$ cat config.mk
export PLATFORM = sky130hd
export DESIGN_NAME = demux_dest_n
export DESIGN_NICKNAME = d
export VERILOG_FILES = /design/src/rtl/demux_dest_n.sv
export SDC_FILE = /design/constraint.sdc
export NUM_CORES = 1
export LEC_CHECK = 0
export ABC_AREA = 1
export BUFFER_PORTS_ARGS = -buffer_cell sky130_fd_sc_hd__clkbuf_2
export CORE_ASPECT_RATIO = 0.5
export CORE_MARGIN = 2
export CORE_UTILIZATION = 35
export DETAILED_ROUTE_END_ITERATION = 12
export GPL_TIMING_DRIVEN = 0
export PLACE_DENSITY_LB_ADDON = 0.2
export REMOVE_ABC_BUFFERS = 1
export SETUP_SLACK_MARGIN = 0.4
export SKIP_LAST_GASP = 1
export SYNTH_ARGS = -nofsm -noshare
export SYNTH_HDL_FRONTEND = slang
export SYNTH_SLANG_ARGS = --single-unit
export TNS_END_PERCENT = 30
$ cat constraint.sdc
create_clock -name clk -period 1.7 [get_ports clk]
set_input_delay 0.085 -clock clk [delete_from_list [all_inputs] [get_ports clk]]
set_output_delay 0.085 -clock clk [all_outputs]
set_load 0.005 [all_outputs]
$ cat src/rtl/demux_dest_n.sv
// N-way destination demultiplexer: pops a show-ahead source FIFO through a one-entry
// holding register and steers each word to the destination named by its select field.
module demux_dest_n #(
    parameter int DATA_SIZE = 6,
    parameter int NUM_OUT   = 4,
    parameter int SEL_W     = 2,
    parameter int SEL_LSB   = 3,
    parameter int CNT_W     = 8
) (
    input  logic                     clk,
    input  logic                     reset_L,
    input  logic                     enable,
    input  logic                     fifo_empty,
    input  logic [DATA_SIZE-1:0]     data_in,
    output logic                     pop,
    input  logic [NUM_OUT-1:0]       almost_full,
    output logic [NUM_OUT-1:0]       push,
    output logic [DATA_SIZE-1:0]     data_out,
    output logic [NUM_OUT*CNT_W-1:0] word_cnt,
    output logic [CNT_W-1:0]         drop_cnt,
    output logic                     sel_err
);

    typedef enum logic {EMPTY = 1'b0, HELD = 1'b1} state_t;

    localparam logic [SEL_W:0] NUM_OUT_CMP = (SEL_W + 1)'(NUM_OUT);

    state_t                 state_reg;
    logic [DATA_SIZE-1:0]   hold_data_reg;
    logic [NUM_OUT-1:0]     push_reg;
    logic [DATA_SIZE-1:0]   data_out_reg;
    logic [CNT_W-1:0]       drop_cnt_reg;
    logic                   sel_err_reg;

    logic                   hold_valid;
    logic [SEL_W-1:0]       sel;
    logic [NUM_OUT-1:0]     sel_onehot;
    logic                   bad;
    logic                   fire;

    assign hold_valid = (state_reg == HELD);
    assign sel        = hold_data_reg[SEL_LSB +: SEL_W];

    // Decoding to one-hot lets backpressure be checked for the selected target only.
    genvar gi;
    generate
        for (gi = 0; gi < NUM_OUT; gi++) begin : g_dec
            assign sel_onehot[gi] = (sel == SEL_W'(gi));
        end
    endgenerate

    assign bad  = hold_valid && ({1'b0, sel} >= NUM_OUT_CMP);
    assign fire = hold_valid && !bad && ((almost_full & sel_onehot) == '0);
    assign pop  = reset_L && enable && !fifo_empty && (!hold_valid || fire || bad);

    always_ff @(posedge clk or negedge reset_L) begin
        if (!reset_L) begin
            state_reg     <= EMPTY;
            hold_data_reg <= '0;
            push_reg      <= '0;
            data_out_reg  <= '0;
            drop_cnt_reg  <= '0;
            sel_err_reg   <= 1'b0;
        end else begin
            case (state_reg)
                EMPTY: begin
                    if (pop) begin
                        hold_data_reg <= data_in;
                        state_reg     <= HELD;
                    end
                end
                HELD: begin
                    // A pop in HELD always coincides with the held word leaving.
                    if (pop) begin
                        hold_data_reg <= data_in;
                    end else if (fire || bad) begin
                        state_reg <= EMPTY;
                    end
                end
                default: state_reg <= EMPTY;
            endcase

            push_reg     <= fire ? sel_onehot : '0;
            data_out_reg <= fire ? hold_data_reg : '0;

            if (bad) begin
                drop_cnt_reg <= drop_cnt_reg + 1'b1;
                sel_err_reg  <= 1'b1;
            end
        end
    end

    generate
        for (gi = 0; gi < NUM_OUT; gi++) begin : g_cnt
            logic [CNT_W-1:0] cnt_reg;
            always_ff @(posedge clk or negedge reset_L) begin
                if (!reset_L) begin
                    cnt_reg <= '0;
                end else if (fire && sel_onehot[gi]) begin
                    cnt_reg <= cnt_reg + 1'b1;
                end
            end
            assign word_cnt[gi*CNT_W +: CNT_W] = cnt_reg;
        end
    endgenerate

    assign push     = push_reg;
    assign data_out = data_out_reg;
    assign drop_cnt = drop_cnt_reg;
    assign sel_err  = sel_err_reg;

endmodule

==> results.json <==
{
  "drc_errors": 0,
  "final_layout_size_suffix_gt1_share_pct": 26.1,
  "coreArea_um2": 7510,
  "grt-ovfl-total": 0,
  "finalClockSkew_ns": 0.00580,
  "largest_register_ffs": 32,
  "hold_path_class": "in -> async",
  "die_area_um2": 8740,
  "nNetsFinal": 443,
  "area_growth_syn_to_layout_pct": 26.4,
  "grt_pass1_wl_um": 10800,
  "p_int_uw": 2600,
  "worst_pin_slew_ns": 0.500,
  "ys_seq_area_share_pct": 44.0,
  "clkSinkCount": 49,
  "vias_per_cell": 4.54,
  "violations": "negative hold slack",
  "fin_util_pct": 46.9,
  "finalPower_uw": 3870,
  "hold_violations": 49,
  "synth.avg_cell_area_um2": 7.94,
  "max_freq_mhz": 650,
  "fin_crit_ns": 1.54,
  "diodes": 0,
  "irDropWorstVdd_v": 0.000631,
  "total_leakage_power_uw": 0.00193,
  "max_cap_viol_count": 0,
  "drt_iter0_drc": 124,
  "ys_ff_latch": 49,
  "track_usage_pct": 16.0,
  "clk_path_buf_depth": 2,
  "routabilityCongestion": 0.775,
  "ios": 66,
  "worstSetupStartpoint": "hold_data_reg[4]",
  "startpoint_type": "flop",
  "postSynthCellCount": 351,
  "die_h_um": 67.1,
  "design_area_um2": 3520,
  "finalSetupViolations": 0,
  "antenna_found_initial": 0,
  "yosys_warnings": 0,
  "synthesis.area_um2": 2790,
  "seqPwrFrac_pct": 40.9,
  "clockRootBuffer": "clkbuf_16",
  "clockPowerShare_pct": 33.8,
  "cts_tree": "built",
  "hold_ws_ns": -0.283,
  "start_util_pct": 37.1,
  "num_rows": 22,
  "required_ns": 1.62,
  "p_sw_uw": 1270,
  "crit_type": "reg -> out",
  "die_x_um": 130,
  "maxSlewViolCount": 0,
  "worstSetupEndpointType": "output pin",
  "clock_latency_ns": 0.29,
  "grt_max_degree": 51,
  "grt_pass1_vias": 2186,
  "wirelength_um": 6410,
  "sw_frac_of_total_pct": 32.8,
  "post-route-period-util_pct": 90.5,
  "io_buffers": 56,
  "cts.reportedPaths.clkPinSlew_ns": 0.07,
  "finalSetupTns_ns": 0,
  "rsz0062_at_grt": "yes",
  "cts_buffers": 5,
  "reg2reg_depth": 7,
  "drt_pre_antenna_iters": 4,
  "dp_hpwl_um": 4100,
  "h-tree-depth": 2,
  "dpl-instance-area_um2": 3080,
  "arrival_ns": 1.45,
  "cp_max_fo": 6,
  "wl_per_cell_um": 12.0,
  "rr_startpoint": "hold_data_reg[4]",
  "max_slew_margin_pct": 66.6,
  "power_frac_comb_pct": 25.3,
  "drt.antenna.violating_nets": 0,
  "status": "finished with violations",
  "ys_types": 26,
  "dr_total_vias": 2425,
  "p_per_area_nw_per_um2": 1100
}
-- cells in the final DEF, fill, tap and decap left out, types with 2 or more instances in the layout --
cell type,n
nor2_4,3
nand3b_1,7
nand3_1,24
bufinv_16,2
nand2_1,136
inv_2,3
nand2_4,2
nand3_4,5
o21ai_0,8
dfrtp_1,46
conb_1,9
nand2_2,2
ha_1,4
xor2_1,4
nand4_1,26
buf_4,14
nand3_2,4
clkbuf_16,5
inv_1,33
clkbuf_2,55
dfrtp_2,2
nor2_8,2
buf_6,3
nor2_1,17
-- path summary, 6_finish.rpt --
| check | slack, ns | endpoint |
|---|---|---|
| max | 0.16 | pop |
| min | -0.28 | data_out[0] |
| max reg2reg | 0.18 | g_cnt[1].cnt_reg[7] |
| min reg2reg | 0.48 | hold_data_reg[2] |
| max in group asynchronous | 1.63 | g_cnt[1].cnt_reg[2] |
| min in group clk | 0.01 | hold_data_reg[3] |
-- synthesized netlist by cell type, drive strengths merged --
master	number	share of area, %
buf	17	5.3
clkinv	1	0.13
conb	1	0.13
dfrtp	49	44
ha	4	1.8
inv	37	5.1
nand2	141	20
nand3	33	8.1
nand3b	7	1.9
nand4	26	5.8
nor2	21	4.2
nor3	1	0.58
o21ai	9	2.0
xor2	4	1.3
-- cell families (layout without fill, tap and decap cells) --
group / after synthesis / count (layout) / synth area share (%)
flops: 49 / 49 / 44.0
xor+xnor: 4 / 4 / 1.26
fa+ha+maj: 4 / 4 / 1.80
other cells: 1 / 9 / 0.135
buf+inv: 55 / 121 / 10.5
compound gates: 9 / 9 / 2.02
simple gates: 229 / 230 / 40.3
-- critical path, stage by stage (launching register included) --
cell and delay (ns):
dfrtp_2 0.50, inv_2 0.07, nand3_2 0.09, nand2_4 0.10
o21ai_4 0.18, nand2_4 0.07, inv_2 0.05, clkbuf_2 0.10
-- layout make-up --
type | instances | area (um^2)
clock buffers | 5 | 125
clock inverters | 3 | 68.8
fillers | 777 | 3990
inverters | 38 | 146
multi-input cells | 256 | 1360
flip-flops and latches | 49 | 1230
well taps | 108 | 135
repair buffers | 75 | 458
-- stage by stage --
| step | setup slack, ns | instances | hold slack, ns |
|---|---|---|---|
| final | 0.161 | 534 | -0.283 |
| after global routing | 0.0715 | 534 | -0.244 |
| after CTS | 0.160 | 531 | -0.247 |
| after detailed placement | -0.692 | 506 | 0.316 |
| after global placement | -0.675 | 506 | 0.315 |
| after floorplan | -0.0485 | 342 | -0.211 |
-- power groups by stage --
stage               logic (uW)  registers (uW)  clock network, uW
finish                     979            1580               1310
global route              1110            1620               1400
CTS                        932            1590               1350
detailed placement         772            1600                  0
global placement           759            1600                  0
floorplan                  484            1550                  0
-- repair_timing --
action / 4_1_cts / 5_1_grt
setup endpoints to repair: 50 / 50
buffers inserted: 16 / 2
hold endpoints to repair: 50 / 50
gates resized for setup: 16 / 5
pin swaps: 6 / 7
gates cloned: 1 / 0
-- metal layers --
metal / vias to the layer above / track usage, % / wire length [um]
li1: 1260 / - / -
met1: 1116 / 23.3 / 3420
met2: 44 / 23.8 / 2690
met3: 5 / 4.10 / 248
met4: 0 / 3.90 / 44
met5: - / 0 / 0
No activity file was read; power rests on OpenSTA's default activity.
